==> config.mk <==
export PLATFORM = sky130hd
export DESIGN_NAME = vid_rgb_mosaic_v2
export DESIGN_NICKNAME = d
export VERILOG_FILES = /design/src/rtl/vid_mosaic_pkg.sv /design/src/rtl/vid_edge_det.sv /design/src/rtl/vid_rgb_mosaic_v2.sv
export SDC_FILE = /design/constraint.sdc
export NUM_CORES = 1
export LEC_CHECK = 0
export ABC_AREA = 1
export CORE_MARGIN = 5
export CORE_UTILIZATION = 35
export CTS_BUF_LIST = sky130_fd_sc_hd__clkbuf_4
export CTS_CLUSTER_DIAMETER = 200
export DETAILED_ROUTE_END_ITERATION = 8
export GPL_TIMING_DRIVEN = 0
export SETUP_SLACK_MARGIN = 0.02
export SYNTH_ARGS = -nofsm -noshare
export SYNTH_HDL_FRONTEND = slang
export SYNTH_SLANG_ARGS = --single-unit
==> constraint.sdc <==
create_clock -name VID_CLK -period 2.4 [get_ports VID_CLK]
set_input_delay 0.48 -clock VID_CLK [delete_from_list [all_inputs] [get_ports VID_CLK]]
set_output_delay 0.48 -clock VID_CLK [all_outputs]
set_load 0.05 [all_outputs]
==> src/rtl/vid_mosaic_pkg.sv <==
// Shared encodings and slot-packing helper for the RGB/YUV mosaic repacker.
package vid_mosaic_pkg;

  typedef enum logic [1:0] {
    MODE_ORIG   = 2'd0,
    MODE_YUV422 = 2'd1,
    MODE_RAW    = 2'd2,
    MODE_ORIG_B = 2'd3
  } mode_e;

  typedef enum logic [1:0] {
    PAT_RGGB = 2'd0,
    PAT_GRBG = 2'd1,
    PAT_GBRG = 2'd2,
    PAT_BGGR = 2'd3
  } pattern_e;

  // Left-aligns a component inside its slot; caller truncates to slot width.
  function automatic logic [31:0] pack_slot(input logic [31:0] v, input int unsigned pad);
    return v << pad;
  endfunction

endpackage

==> src/rtl/vid_edge_det.sv <==
// Registered edge detector: lvl is the input delayed one cycle, rise/fall flag edges aligned with lvl.
module vid_edge_det (
  input  logic clk,
  input  logic rst,
  input  logic sig,
  output logic lvl,
  output logic rise,
  output logic fall
);

  always_ff @(posedge clk) begin
    if (rst) begin
      lvl  <= 1'b0;
      rise <= 1'b0;
      fall <= 1'b0;
    end else begin
      lvl  <= sig;
      rise <= sig & ~lvl;
      fall <= ~sig & lvl;
    end
  end

endmodule

==> src/rtl/vid_rgb_mosaic_v2.sv <==
// Repacks C_PORT_NUM pixels/clock into pass-through, YUV422 or Bayer RAW layout.
// Two-stage pipeline: stage 1 registers inputs and edges, stage 2 forms output data.
module vid_rgb_mosaic_v2
  import vid_mosaic_pkg::*;
#(
  parameter int C_PORT_NUM            = 4,
  parameter int C_BITS_IN             = 8,
  parameter int C_BITS_PER_CPNT       = 12,
  parameter int C_MAX_CPNTS_PER_PIXEL = 3
) (
  input  logic                                                      VID_CLK,
  input  logic                                                      VID_RST,
  input  logic                                                      S_VS,
  input  logic                                                      S_HS,
  input  logic                                                      S_DE,
  input  logic [C_BITS_IN*C_PORT_NUM-1:0]                           S_R_Y,
  input  logic [C_BITS_IN*C_PORT_NUM-1:0]                           S_G_U,
  input  logic [C_BITS_IN*C_PORT_NUM-1:0]                           S_B_V,
  input  logic [1:0]                                                TRANSFER_MODE,
  input  logic [1:0]                                                BAYER_PATTERN,
  output logic                                                      M_VS,
  output logic                                                      M_HS,
  output logic                                                      M_DE,
  output logic [C_BITS_PER_CPNT*C_MAX_CPNTS_PER_PIXEL*C_PORT_NUM-1:0] M_VID_DATA,
  output logic [3:0]                                                M_MODE_ACT
);

  localparam int          IN_W     = C_BITS_IN * C_PORT_NUM;
  localparam int          PIX_W    = C_BITS_PER_CPNT * C_MAX_CPNTS_PER_PIXEL;
  localparam int          OUT_W    = PIX_W * C_PORT_NUM;
  localparam int unsigned PAD      = C_BITS_PER_CPNT - C_BITS_IN;
  localparam logic        PORT_ODD = (C_PORT_NUM % 2) != 0;

  logic            vs_p1, vs_rise_p1, unused_vs_fall;
  logic            de_p1, de_rise_p1, de_fall_p1;
  logic            hs_p1;
  logic [IN_W-1:0] r_p1, g_p1, b_p1;
  logic [1:0]      tm_p1, bp_p1;

  logic                 lp_q, cph_q;
  logic [1:0]           mode_q, pat_q;
  logic [C_BITS_IN-1:0] vlast_q;

  logic                 lp_cur, cph_cur;
  logic [1:0]           mode_cur, pat_cur;
  logic [OUT_W-1:0]     data_nxt;

  logic             vs_p2, hs_p2, de_p2;
  logic [3:0]       mode_act_p2;
  logic [OUT_W-1:0] data_p2;

  // ---- stage 1: input registers and sync edges ----
  vid_edge_det u_vs_edge (
    .clk (VID_CLK), .rst (VID_RST), .sig (S_VS),
    .lvl (vs_p1), .rise (vs_rise_p1), .fall (unused_vs_fall)
  );

  vid_edge_det u_de_edge (
    .clk (VID_CLK), .rst (VID_RST), .sig (S_DE),
    .lvl (de_p1), .rise (de_rise_p1), .fall (de_fall_p1)
  );

  always_ff @(posedge VID_CLK) begin
    if (VID_RST) begin
      hs_p1 <= 1'b0;
      r_p1  <= '0;
      g_p1  <= '0;
      b_p1  <= '0;
      tm_p1 <= '0;
      bp_p1 <= '0;
    end else begin
      hs_p1 <= S_HS;
      r_p1  <= S_R_Y;
      g_p1  <= S_G_U;
      b_p1  <= S_B_V;
      tm_p1 <= TRANSFER_MODE;
      bp_p1 <= BAYER_PATTERN;
    end
  end

  // A VS rise takes priority over a coincident DE fall, leaving lp at 0.
  always_comb begin
    lp_cur   = vs_rise_p1 ? 1'b0  : lp_q;
    cph_cur  = de_rise_p1 ? 1'b0  : cph_q;
    mode_cur = vs_rise_p1 ? tm_p1 : mode_q;
    pat_cur  = vs_rise_p1 ? bp_p1 : pat_q;
  end

  always_ff @(posedge VID_CLK) begin
    if (VID_RST) begin
      lp_q    <= 1'b0;
      cph_q   <= 1'b0;
      mode_q  <= '0;
      pat_q   <= '0;
      vlast_q <= '0;
    end else begin
      mode_q <= mode_cur;
      pat_q  <= pat_cur;
      if (vs_rise_p1)      lp_q <= 1'b0;
      else if (de_fall_p1) lp_q <= ~lp_q;
      if (de_p1) begin
        cph_q   <= cph_cur ^ PORT_ODD;
        vlast_q <= b_p1[IN_W-1 -: C_BITS_IN];
      end
    end
  end

  // ---- stage 2: layout formation ----
  always_comb begin
    logic [IN_W+C_BITS_IN-1:0] v_ext;
    logic [C_BITS_IN-1:0]      rv, gv, bv, prev_v;
    logic [C_BITS_IN-1:0]      sv [3];
    logic                      cp, l, c;
    data_nxt = '0;
    v_ext    = {b_p1, vlast_q};
    rv = '0; gv = '0; bv = '0; prev_v = '0;
    sv = '{default: '0};
    cp = 1'b0; l = 1'b0; c = 1'b0;
    for (int i = 0; i < C_PORT_NUM; i++) begin
      rv     = r_p1[C_BITS_IN*i +: C_BITS_IN];
      gv     = g_p1[C_BITS_IN*i +: C_BITS_IN];
      bv     = b_p1[C_BITS_IN*i +: C_BITS_IN];
      prev_v = v_ext[C_BITS_IN*i +: C_BITS_IN];
      cp     = cph_cur ^ i[0];
      sv     = '{default: '0};
      case (mode_cur)
        MODE_YUV422: begin
          sv[0] = rv;
          sv[1] = cp ? prev_v : gv;
        end
        MODE_RAW: begin
          l = lp_cur ^ pat_cur[1];
          c = cp ^ pat_cur[0];
          if (!l && !c)     sv[0] = rv;
          else if (l && c)  sv[0] = bv;
          else              sv[0] = gv;
        end
        default: begin
          sv[0] = rv;
          sv[1] = gv;
          sv[2] = bv;
        end
      endcase
      for (int j = 0; j < 3; j++) begin
        if (j < C_MAX_CPNTS_PER_PIXEL)
          data_nxt[PIX_W*i + C_BITS_PER_CPNT*j +: C_BITS_PER_CPNT] =
            C_BITS_PER_CPNT'(pack_slot(32'(sv[j]), PAD));
      end
    end
    if (!de_p1) data_nxt = '0;
  end

  always_ff @(posedge VID_CLK) begin
    if (VID_RST) begin
      vs_p2       <= 1'b0;
      hs_p2       <= 1'b0;
      de_p2       <= 1'b0;
      mode_act_p2 <= '0;
      data_p2     <= '0;
    end else begin
      vs_p2       <= vs_p1;
      hs_p2       <= hs_p1;
      de_p2       <= de_p1;
      mode_act_p2 <= {pat_cur, mode_cur};
      data_p2     <= data_nxt;
    end
  end

  assign M_VS       = vs_p2;
  assign M_HS       = hs_p2;
  assign M_DE       = de_p2;
  assign M_VID_DATA = data_p2;
  assign M_MODE_ACT = mode_act_p2;

endmodule

Word level (Yosys, flattened, before mapping)
Index checks and enable logic that the tools add are counted.
- mux-type cells: 24
- equality and inequality tests: 2
- bitwise logic cells: 11
- reductions and logical operators: 10
- operators by type and width (kind ; count):
    $mux 8 ; 16
    $pmux 8 s2 ; 4
    $not 1->1 ; 5
    $logic_and 1x1->1 ; 4
    $mux 2 ; 2
    $reduce_or 2->1 ; 2
    $reduce_or 4->1 ; 1
    $and 1x1->1 ; 3
    $logic_not 1->1 ; 3
    $xor 1x1->1 ; 3
    $eq 2x1->1 const B ; 1
    $eq 2x2->1 const B ; 1
    $mux 1 ; 2
- bits in registers: 271
- output and inout bits: 151

Depth between registers and ports, before layout
- depth after elaboration: 7
- depth in mapped cells: 12
- gate-level depth less buffers: 11

Modules after synthesis
A second synthesis with hierarchy kept.
- cells, all modules: 967
- area total of the unflattened synthesis: 7836.3 um^2
- by module, submodules not included (module ; cells an instance ; area each (um^2) ; times used ; sequential area each (um^2)):
    vid_rgb_mosaic_v2 ; 949 ; 7661.1 ; 1 ; 4284.1
    vid_edge_det ; 9 ; 87.6 ; 2 ; 60.1

Worst setup path after synthesis
OpenSTA, ideal clock, no wires.
- path type: reg2reg
- start: register u_vs_edge.rise
- end: register data_p2[92] (netlist: M_VID_DATA[92])
- path buffers: 2
- clock period less this slack: 2123 ps
- setup slack: 277 ps
- cell stages (with the launch flop): 11
- arrival time: 1986 ps
- cell sequence: dfxtp_1 inv_2 or2_2 o21ai_0 inv_1 ha_1 or2_2 clkbuf_1 clkbuf_1 nor2_1 a211oi_1
- longest elaborated chain between the ends: 3
- elaborated cells between the ends (all ways): 4
- classes of those cells: eq/ne (2); mux (2)
- ends and longest elaborated chain (what ; RTL line ; text):
    start, declared ; vid_edge_det.sv:7 ; output logic rise,
    start signal, assigned ; vid_edge_det.sv:18 ; rise <= sig & ~lvl;
    $mux 2 (*) ; vid_rgb_mosaic_v2.sv:85 ; mode_cur = vs_rise_p1 ? tm_p1 : mode_q;
    via mode_cur[1] ; vid_rgb_mosaic_v2.sv:45 ; logic [1:0] mode_cur, pat_cur;
    $eq 2x2->1 or $eq 2x1->1 (tied branches) ; -- ;
    $pmux 8 s2 (*) ; vid_rgb_mosaic_v2.sv:126 ; case (mode_cur)
    end signal, assigned ; vid_rgb_mosaic_v2.sv:165 ; data_p2 <= data_nxt;
    end, declared ; vid_rgb_mosaic_v2.sv:50 ; logic [OUT_W-1:0] data_p2;
The timed path passes the listed nets; every way through them passes the cells marked *.
A chain may end at the register's enable or synchronous reset.

Worst setup path after layout
- start: register mode_act_p2[1] (netlist: M_MODE_ACT[1])
- end: output port M_MODE_ACT[1]
- RTL lines (what ; RTL line ; text):
    start, declared ; vid_rgb_mosaic_v2.sv:49 ; logic [3:0] mode_act_p2;
    start signal, assigned ; vid_rgb_mosaic_v2.sv:164 ; mode_act_p2 <= {pat_cur, mode_cur};
    end, declared ; vid_rgb_mosaic_v2.sv:25 ; output logic [3:0] M_MODE_ACT
No word-level cell between the ends.

==> flow_metrics.tcl <==
set metrics [dict create \
    placed_cells 1495 \
    max_cap_violations 0 \
    synth.largest_area_cell "dfxtp_1" \
    switching_power_uw 2200 \
    cts.path.max_buffers 3 \
    post_drt_wl_per_cell_um 14.9 \
    power_frac_seq 0.493 \
    cts_tree "done" \
    viasPerCell 4.06 \
    rows 54 \
    period_share 0.964 \
    wl_met1_um 10200 \
    route.met3.wl_um 2070 \
    stdcell_area_mm2 0.0111 \
    grt_max_degree 14 \
    crit_path_end_kind "primary output" \
    finalSetupViolCount 0 \
    port_buffers 206 \
    leakage_uw 0.00529 \
    ir_worst_vdd_uv 294 \
    cp_data_required_time_ps 1920 \
    synthFlopType "dfxtp_1" \
    drcViolationCount 0 \
    cp_slowest_stage_delay_ps 830 \
    grt_pass1_wl_um 36400 \
    crit_family "buffers and inverters" \
    p_int_uw 5620 \
    clkTransAtPathRegs_ps 60 \
    ys_seq_area_frac 0.563 \
    clock_latency_ps 650 \
    h-tree-depth 2 \
    cts.sink_count 219 \
    yosys_warnings 0 \
    maxSlewViolCount 0 \
    holdWs_ps 340 \
    rsz0062_at_grt "yes" \
    synth_most_common_cell "inv_1" \
    clkPwrFrac 0.365 \
    dpl-instance-area_mm2 0.0104 \
    io_pins 256 \
    critPathLaunchType "flop" \
    avgSynthCellArea_um2 8.10 \
    die_height_um 159 \
    finClkSkew_ps 17.5 \
    synthesis.area_mm2 0.00779 \
    final.min_clock_period_ps 2310 \
    dp_hpwl_um 17900 \
    critical_path_class "flop to primary output" \
    outcome "finished clean" \
    tightestPinTransition_ps 804 \
    track_usage 0.183 \
    fp.dieW_um 159 \
    ys_ff_latch 219 \
    clockRootBuffer "clkbuf_4" \
    antenna_found_initial 0 \
    power_density_mw_per_mm2 705 \
    gr-total-overflow 0 \
    dieArea_mm2 0.0254 \
    drt-pass1-iter-count 4 \
    crit_fanout 2 \
    fin_nets 1378 \
    syn_to_final_growth_pct 42.3 \
    worstPathCellList "clkdlybuf4s50_1" \
    synthCells 962 \
    ant_nets 0 \
    layout-drive-gt1-share 0.148 \
    slowest_stage "clkdlybuf4s50_1" \
    arrival_ps 1830 \
    hold_class "input pin to flop" \
    vias 6433 \
    netlist.area_leader.share 0.563 \
    reg2reg_slack_ps 130 \
    synth_cell_type_count 24 \
    pwr-share-comb 0.143 \
    fin_cells 1585 \
    core_area_mm2 0.0219 \
    timing.final.hold_violations 0 \
    fillers 2214 \
    crit_buf_inv 1 \
    fmax_mhz 432 \
    utilization 0.507 \
    cts_buffers 54 \
    maxSlewHeadroom 0.464 \
    async_flop_share 0 \
    yosys-top-cells-area "dfxtp_1, inv_1, nor2_1" \
    grt_pass1_vias 6553 \
    globalplace.congestion 0.846 \
    synth-edff-count 0 \
    start_util 0.356 \
    p_sw_frac 0.282 \
    highest_layer "met4" \
    wl_met2_um 10800 \
    drt_iter0_markers 299 \
    ys_top_cells_by_count "inv_1, dfxtp_1, nor2_1" \
    drt_wl_total_um 23600 \
]
-- cell usage in the layout (no fill, tap or decap), types with 2 or more instances in the layout --
| master | Yosys | routed |
|---|---|---|
| inv_2 | 2 | 3 |
| dfxtp_1 | 219 | 218 |
| nor3_1 | 3 | 3 |
| dlygate4sd2_1 | 0 | 2 |
| inv_1 | 225 | 225 |
| nand2_1 | 104 | 104 |
| conb_1 | 1 | 48 |
| a21oi_1 | 42 | 42 |
| o21ai_0 | 10 | 9 |
| a211oi_1 | 33 | 26 |
| nand3_2 | 11 | 11 |
| o21ai_2 | 0 | 2 |
| clkinv_1 | 0 | 10 |
| nand3_1 | 26 | 26 |
| buf_4 | 52 | 54 |
| clkdlybuf4s50_1 | 0 | 204 |
| clkinv_2 | 0 | 3 |
| or2_2 | 3 | 3 |
| buf_6 | 2 | 2 |
| ha_1 | 2 | 2 |
| nor2_1 | 175 | 171 |
| clkbuf_2 | 0 | 2 |
| clkbuf_4 | 0 | 76 |
| nand2_4 | 5 | 5 |
| a211oi_2 | 0 | 6 |
| nand2_2 | 9 | 9 |
| clkbuf_1 | 27 | 20 |
| nor2_2 | 0 | 4 |
| buf_2 | 6 | 7 |
| nor2_4 | 2 | 2 |
-- worst reg2reg max path: stages (launching register included) --
cell	delay, ps
dfxtp_4	380
inv_2	80
or2_2	290
o21ai_2	100
inv_1	80
ha_1	340
or2_2	310
clkbuf_1	150
clkbuf_8	210
a211oi_4	240
-- what timing repair did --
| item | in CTS | in global routing |
|---|---|---|
| pin swaps | 0 | 0 |
| endpoints found under the setup margin | 50 | 61 |
| hold buffers | 0 | 0 |
| resized for setup | 23 | 14 |
| buffers inserted | 0 | 0 |
| cloned | 0 | 0 |
-- flip-flops by register name (all words and copies together) (netlist names), 2 cells and up --
name        cells
M_VID_DATA     96
b_p1           32
g_p1           32
r_p1           32
vlast_q         8
bp_p1           2
pat_q           2
tm_p1           2
-- through the flow --
| stage | total power [uW] | setup slack (ps) | setup TNS, ps |
|---|---|---|---|
| 2_1_floorplan | 4620 | 277 | 0 |
| 3_3_place_gp | 5040 | -391 | -7150 |
| 3_5_place_dp | 5040 | -392 | -7640 |
| 4_1_cts | 7920 | 23.6 | 0 |
| 5_1_grt | 8220 | 15.7 | 0 |
| 6_report | 7820 | 86.7 | 0 |
-- worst paths after layout --
path / startpoint / endpoint / cells past startpoint
worst min-delay path: S_G_U[17] / g_p1[17] / 3
worst min register to register: hs_p1 / M_HS / 2
worst max register to register: u_vs_edge.rise / M_VID_DATA[20] / 9
worst max-delay path: M_MODE_ACT[1] / M_MODE_ACT[1] / 1
-- area by class of cell --
type	instances	area, um2	share of cell area
Antenna cell	1	2.50	0.000226
Buffer	87	569	0.0513
Clock buffer	75	563	0.0508
Clock inverter	14	56.3	0.00508
Inverter	228	858	0.0774
Multi-Input combinational cell	475	2240	0.202
Sequential cell	219	4390	0.396
Tap cell	280	350	0.0316
Timing Repair Buffer	206	2060	0.186
-- power groups by stage --
stage	logic, uW	clock network (uW)	registers, uW
6_report	1120	2850	3850
5_1_grt	1210	3150	3870
4_1_cts	1120	2950	3850
3_5_place_dp	1110	0	3930
3_3_place_gp	1100	0	3930
2_1_floorplan	553	0	4060
-- cells by family (layout without fill, tap and decap cells) --
| group | count (synthesis) | in the layout | share of synthesized area |
|---|---|---|---|
| DFF | 219 | 219 | 0.563 |
| other | 1 | 49 | 0.000481 |
| and+or+nand+nor | 338 | 338 | 0.187 |
| xor gates and xnor gates | 1 | 1 | 0.00112 |
| AOI/OAI and AO/OA | 86 | 86 | 0.0658 |
| adders and majority gates | 2 | 2 | 0.00321 |
| buffers and inverters | 315 | 610 | 0.180 |
-- per-layer routing --
metal	vias up	global-route usage
met5	-	0
met4	0	0.0554
met3	41	0.0611
met2	231	0.298
met1	2797	0.230
li1	3364	-
(Power assumes the default switching activity.)
